<file path="src/rtl/mem_wait_responder.sv">
// mem_wait_responder
//   Single-outstanding memory responder with a fixed number of wait states.
//   A request is accepted in IDLE, held for WAIT_CYCLES cycles in WAIT, and
//   answered from an internal 2^ADDR_BITS x 32-bit RAM in RESP. The response
//   stays up until the initiator takes it.
//
// Ports
//   clk        rising-edge clock
//   reset      asynchronous, active-high reset
//   req_valid  initiator presents a request
//   req_we     1 = write, 0 = read
//   req_addr   byte address; word index = req_addr[ADDR_BITS+1:2]
//   req_wdata  write data
//   req_ready  responder can accept a request (IDLE only)
//   rsp_valid  response available (RESP only)
//   rsp_ready  initiator accepts the response
//   rsp_rdata  read data; 0 for writes and errored requests
//   rsp_err    request was misaligned or out of range
//   acc_count  number of completed responses, wraps at 16 bits
module mem_wait_responder #(
  parameter int ADDR_BITS   = 6,
  parameter int WAIT_CYCLES = 2
) (
  input  logic        clk,
  input  logic        reset,
  input  logic        req_valid,
  input  logic        req_we,
  input  logic [31:0] req_addr,
  input  logic [31:0] req_wdata,
  output logic        req_ready,
  output logic        rsp_valid,
  input  logic        rsp_ready,
  output logic [31:0] rsp_rdata,
  output logic        rsp_err,
  output logic [15:0] acc_count
);

  localparam int DEPTH = 1 << ADDR_BITS;
  // Counter preload so that exactly WAIT_CYCLES cycles are spent in WAIT.
  localparam logic [3:0] WAIT_LOAD = (WAIT_CYCLES > 0) ? 4'(WAIT_CYCLES - 1) : 4'd0;

  typedef enum logic [1:0] {
    IDLE = 2'd0,
    WAIT = 2'd1,
    RESP = 2'd2
  } state_t;

  state_t      state_q, state_d;
  logic [3:0]  cnt_q, cnt_d;
  logic        we_q, we_d;
  logic [31:0] addr_q, addr_d;
  logic [31:0] wdata_q, wdata_d;
  logic [31:0] rdata_q, rdata_d;
  logic        err_q, err_d;
  logic [15:0] acc_count_q, acc_count_d;

  logic [31:0] mem [DEPTH];

  logic                 enter_resp;
  logic                 mem_we;
  logic                 cur_we;
  logic [31:0]          cur_addr;
  logic [31:0]          cur_wdata;
  logic                 cur_err;
  logic [ADDR_BITS-1:0] cur_idx;

  // Misaligned, or any address bit above the RAM's word index is set.
  function automatic logic addr_err(input logic [31:0] a);
    addr_err = (a[1:0] != 2'b00) || ((a >> (ADDR_BITS + 2)) != 32'd0);
  endfunction

  // With no wait states the RESP entry happens on the acceptance edge, so the
  // transaction fields come straight from the request inputs; otherwise they
  // come from the values captured at acceptance.
  assign cur_we    = (state_q == IDLE) ? req_we    : we_q;
  assign cur_addr  = (state_q == IDLE) ? req_addr  : addr_q;
  assign cur_wdata = (state_q == IDLE) ? req_wdata : wdata_q;
  assign cur_err   = addr_err(cur_addr);
  assign cur_idx   = cur_addr[ADDR_BITS+1:2];

  always_comb begin
    state_d     = state_q;
    cnt_d       = cnt_q;
    we_d        = we_q;
    addr_d      = addr_q;
    wdata_d     = wdata_q;
    rdata_d     = rdata_q;
    err_d       = err_q;
    acc_count_d = acc_count_q;
    enter_resp  = 1'b0;

    case (state_q)
      IDLE: begin
        if (req_valid) begin
          we_d    = req_we;
          addr_d  = req_addr;
          wdata_d = req_wdata;
          if (WAIT_CYCLES == 0) begin
            state_d    = RESP;
            enter_resp = 1'b1;
          end else begin
            state_d = WAIT;
            cnt_d   = WAIT_LOAD;
          end
        end
      end
      WAIT: begin
        if (cnt_q == 4'd0) begin
          state_d    = RESP;
          enter_resp = 1'b1;
        end else begin
          cnt_d = cnt_q - 4'd1;
        end
      end
      RESP: begin
        if (rsp_ready) begin
          state_d     = IDLE;
          acc_count_d = acc_count_q + 16'd1;
        end
      end
      default: state_d = IDLE;
    endcase

    // Response payload is only loaded on RESP entry, so it holds while valid.
    if (enter_resp) begin
      err_d   = cur_err;
      rdata_d = (cur_err || cur_we) ? 32'd0 : mem[cur_idx];
    end

    mem_we = enter_resp && cur_we && !cur_err && !reset;
  end

  always_ff @(posedge clk or posedge reset) begin
    if (reset) begin
      state_q     <= IDLE;
      cnt_q       <= 4'd0;
      rdata_q     <= 32'd0;
      err_q       <= 1'b0;
      acc_count_q <= 16'd0;
    end else begin
      state_q     <= state_d;
      cnt_q       <= cnt_d;
      rdata_q     <= rdata_d;
      err_q       <= err_d;
      acc_count_q <= acc_count_d;
    end
  end

  // Transaction capture registers carry data only.
  always_ff @(posedge clk) begin
    we_q    <= we_d;
    addr_q  <= addr_d;
    wdata_q <= wdata_d;
  end

  // RAM has no reset; contents survive reset.
  always_ff @(posedge clk) begin
    if (mem_we) begin
      mem[cur_idx] <= cur_wdata;
    end
  end

  assign req_ready = (state_q == IDLE);
  assign rsp_valid = (state_q == RESP);
  assign rsp_rdata = rdata_q;
  assign rsp_err   = err_q;
  assign acc_count = acc_count_q;

endmodule

</file>
<file path="config.mk">
export PLATFORM = sky130hd
export DESIGN_NAME = mem_wait_responder
export DESIGN_NICKNAME = d
export VERILOG_FILES = /design/src/rtl/mem_wait_responder.sv
export SDC_FILE = /design/constraint.sdc
export NUM_CORES = 2
export LEC_CHECK = 0
export CAP_MARGIN = 20
export CORE_MARGIN = 2
export CORE_UTILIZATION = 47
export CTS_BUF_LIST = sky130_fd_sc_hd__clkbuf_16
export DETAILED_ROUTE_END_ITERATION = 6
export PLACE_DENSITY = 0.65
export SKIP_CTS_REPAIR_TIMING = 1
export SLEW_MARGIN = 20
export SYNTH_ARGS = -nofsm -noshare
export SYNTH_HDL_FRONTEND = slang
export SYNTH_SLANG_ARGS = --single-unit
export TNS_END_PERCENT = 20
</file>
<file path="constraint.sdc">
create_clock -name clk -period 3.8 [get_ports clk]
set_input_delay 0.38 -clock clk [delete_from_list [all_inputs] [get_ports clk]]
set_output_delay 0.38 -clock clk [all_outputs]
set_load 0.005 [all_outputs]
</file>
==> impl_results.md <==
- Minimum setup slack in the final design: 0.0657 ns
- X dimension of the die: 418 um
- Ordered cell list for the critical path: o21a_1, a22o_2, buf_4, a311o_1, nor4_1, o221ai_1, o31ai_1
- Instance count after placement with tap cells included: 7540
- Violated checks: design-rule violations, negative hold slack
- Count of max-cap constraint violations: 0
- Number of global-route vias before repair: 51922
- Most numerous cell in the Yosys netlist: edfxtp_1
- Number of buffers inserted during clock tree synthesis: 207
- Post-DP HPWL: 182000 um
- Count of mapped cells out of synthesis: 5008
- CTS sink cnt: 2168
- Critical path type: flip-flop to flip-flop
- Top area cells in the synthesized netlist: edfxtp_1, o22ai_1, nand2_1
- Worst Setup End Kind: flip-flop
- Share of the synthesized area in the top cell type: 78.6%
- Static leakage: 31.6 nW
- Library cell occupying the most area in the post-synthesis netlist: edfxtp_1
- Clock Latency Late Sink: 0.88 ns
- Floorplan die height: 418 um
- Synth Area per Inst: 16.1 um^2
- Starting Density: 47.2%
- Per-cell via count in the routed design: 6.93
- Post-place setup slack: -0.129 ns
- Flip-flop and latch area: 0.0648 mm^2
- Placer's final routability congestion estimate: 0.926
- Slew at the pin closest to its max-slew limit: 1.08 ns
- Overall routed net length: 306000 um
- Final critical-path required period: 3.73 ns
- Final std cells w/o fill: 7931
- Switching power: 23.7 mW
- Multi-input gate area in the final layout: 0.0151 mm^2
- Deepest clock path buffer count: 3
- List of most frequent post-synthesis cells: edfxtp_1, o22ai_1, nand2_1
- Design Area, Final: 0.0963 mm^2
- Gate power share: 27.7%
- Share of total power in the clock network: 28.3%
- Fillcell total: 13012
- Count of final max-slew check failures: 0
- Synth Net Count: 5079
- Outcome: finished with violations
- Peak Freq: 268 MHz
- Post-synthesis async set-or-reset flop share: 2.54%
- Arrival @ worst endpoint: 4.45 ns
- Proportion of total power due to net switching: 33.6%
- Post-detailed-route wirelength per cell: 38.5 um
- Share of the yosys chip area belonging to registers: 80.3%
- Worst Hold Slack: -0.00509 ns
- Htree depth: 4
- Wire length of the first global-routing pass: 416000 um
- Power density normalized to cell area: 733 mW/mm^2
- Normalized max-slew margin: 27.8%
- Number of enable flip-flop cells after synthesis: 2113
- Number of input and output port buffers inserted: 119
- Number of failing hold endpoints at the final stage: 2
- Post-place instance area: 0.0897 mm^2
- Floorplan Core Area: 0.171 mm^2
- Clock root buffer: clkbuf_16
- Std cell rows: 152
- Utilization after layout: 56.3%
- Initial antenna violation count: 9
- Leftover overflow at the end of global routing: 0
- Area growth from synthesis to final layout: 19.3%
- Highest fanout seen on the critical path: 17
- DRC violations left: 3
- Summed negative setup slack over all endpoints: 0 ns
- Violation count after the first detailed-routing iteration: 9722
- Tcrit/Tclk final: 98.3%
- Hold/Removal Path Class: input pin to asynchronous set/reset pin
- Top_reg_cell synth: edfxtp_1
- Flop pwr share: 44.0%
- Peak per-stage delay on the critical path: 0.89 ns
- Clock Skews: 0.0372 ns
- Largest voltage drop on the vdd net: 0.000570 V
- Number of synthesized register bits: 2168
- TritonCTS clock tree: done
- Required time of the worst setup path: 4.51 ns
- Total number of vias: 54981
- Total chip power: 70.6 mW
- Crit start category: flip-flop
- Total of warnings raised by yosys: 0
- Layout net count: 5587
- Total die area: 0.175 mm^2
- Largest net degree at the start of global routing: 69
- Setup violations, final: 0
- Slowest cell on the critical path: a22o_2
- Mapped Area: 0.0807 mm^2
- Number of iterations in the first detailed-routing pass: 7
- Post-route antenna net violation count: 0
- Setup repair after global routing missed its margin: false
- Cell internal power dissipation: 46.9 mW
- Fraction of layout instances using a drive strength above 1: 16.5%
- Number of distinct library cells after synthesis: 81
- Clock transition at the register clock pins on the worst setup and hold paths after CTS: 0.06 ns
- IO Pins: 120
- Overall Global Routing Usage: 34.5%
==> placed cells by master, fill, tap and decap left out, types with 88 or more instances in the layout <==
cell type	instances
o22ai_1	663
nor3_1	88
buf_12	164
a21oi_1	293
clkbuf_16	210
buf_4	336
nor4_1	104
nor2_1	256
clkdlybuf4s50_1	119
nand2_1	353
edfxtp_1	2113
==> state kept, by name, summed over array words and instances, names as in the netlist <==
register   flops
state_q        2
addr_q        32
we_q           1
cnt_q          4
rsp_err        1
wdata_q       32
acc_count     16
rsp_rdata     32
mem         2048
==> power groups by stage <==
stage	Combinational [mW]	Clock [mW]	Sequential (mW)
after floorplan	8.77	0	31.5
after global placement	18.3	0	31.6
after detailed placement	18.7	0	31.6
after CTS	18.7	20.0	31.1
after global routing	20.0	20.9	31.0
final	19.6	20.0	31.0
==> routing by layer <==
layer / GRT usage, % / share of wire [%]
met2: 50.5 / 43
met4: 19.9 / 7.1
met3: 11.1 / 16
met1: 45.5 / 34
met5: 0 / 0.049
==> path summary, 6_finish.rpt <==
kind,startpoint,endpoint,slack (ns),cells after the start
max,state_q[1],rsp_rdata[5],0.07,7
min,reset,state_q[1],-0.005,2
max reg2reg,state_q[1],rsp_rdata[5],0.07,7
min reg2reg,acc_count[15],acc_count[15],0.47,1
max in group asynchronous,reset,rsp_rdata[0],3.00,3
min in group clk,req_addr[16],addr_q[16],0.06,1
==> worst max-delay path, delay by kind of cell (launching register included) <==
| kind | cells | cell delay, ns |
|---|---|---|
| AO/OA/AOI/OAI | 5 | 2.43 |
| buffers and inverters | 1 | 0.46 |
| AND/OR/NAND/NOR | 1 | 0.05 |
| flip-flops | 1 | 0.60 |
==> layout make-up <==
type / count / share of cell area (%)
Antenna cell: 8 / 0.0208
Clock buffer: 210 / 5.46
Clock inverter: 173 / 1.29
Inverter: 7 / 0.0286
Multi-Input combinational cell: 2513 / 15.7
Sequential cell: 2168 / 67.3
Tap cell: 2233 / 2.90
Timing Repair Buffer: 619 / 7.26
==> cell families after synthesis <==
group	count (synthesis)	share of synthesized area [%]
DFF	2168	80.3
AOI/OAI and AO/OA	1323	10.7
and+or+nand+nor	1134	6.49
buffers and inverters	327	1.85
muxes	37	0.467
xor gates and xnor gates	17	0.184
adders and majority gates	2	0.0310
No activity file was read; power rests on OpenSTA's default activity.
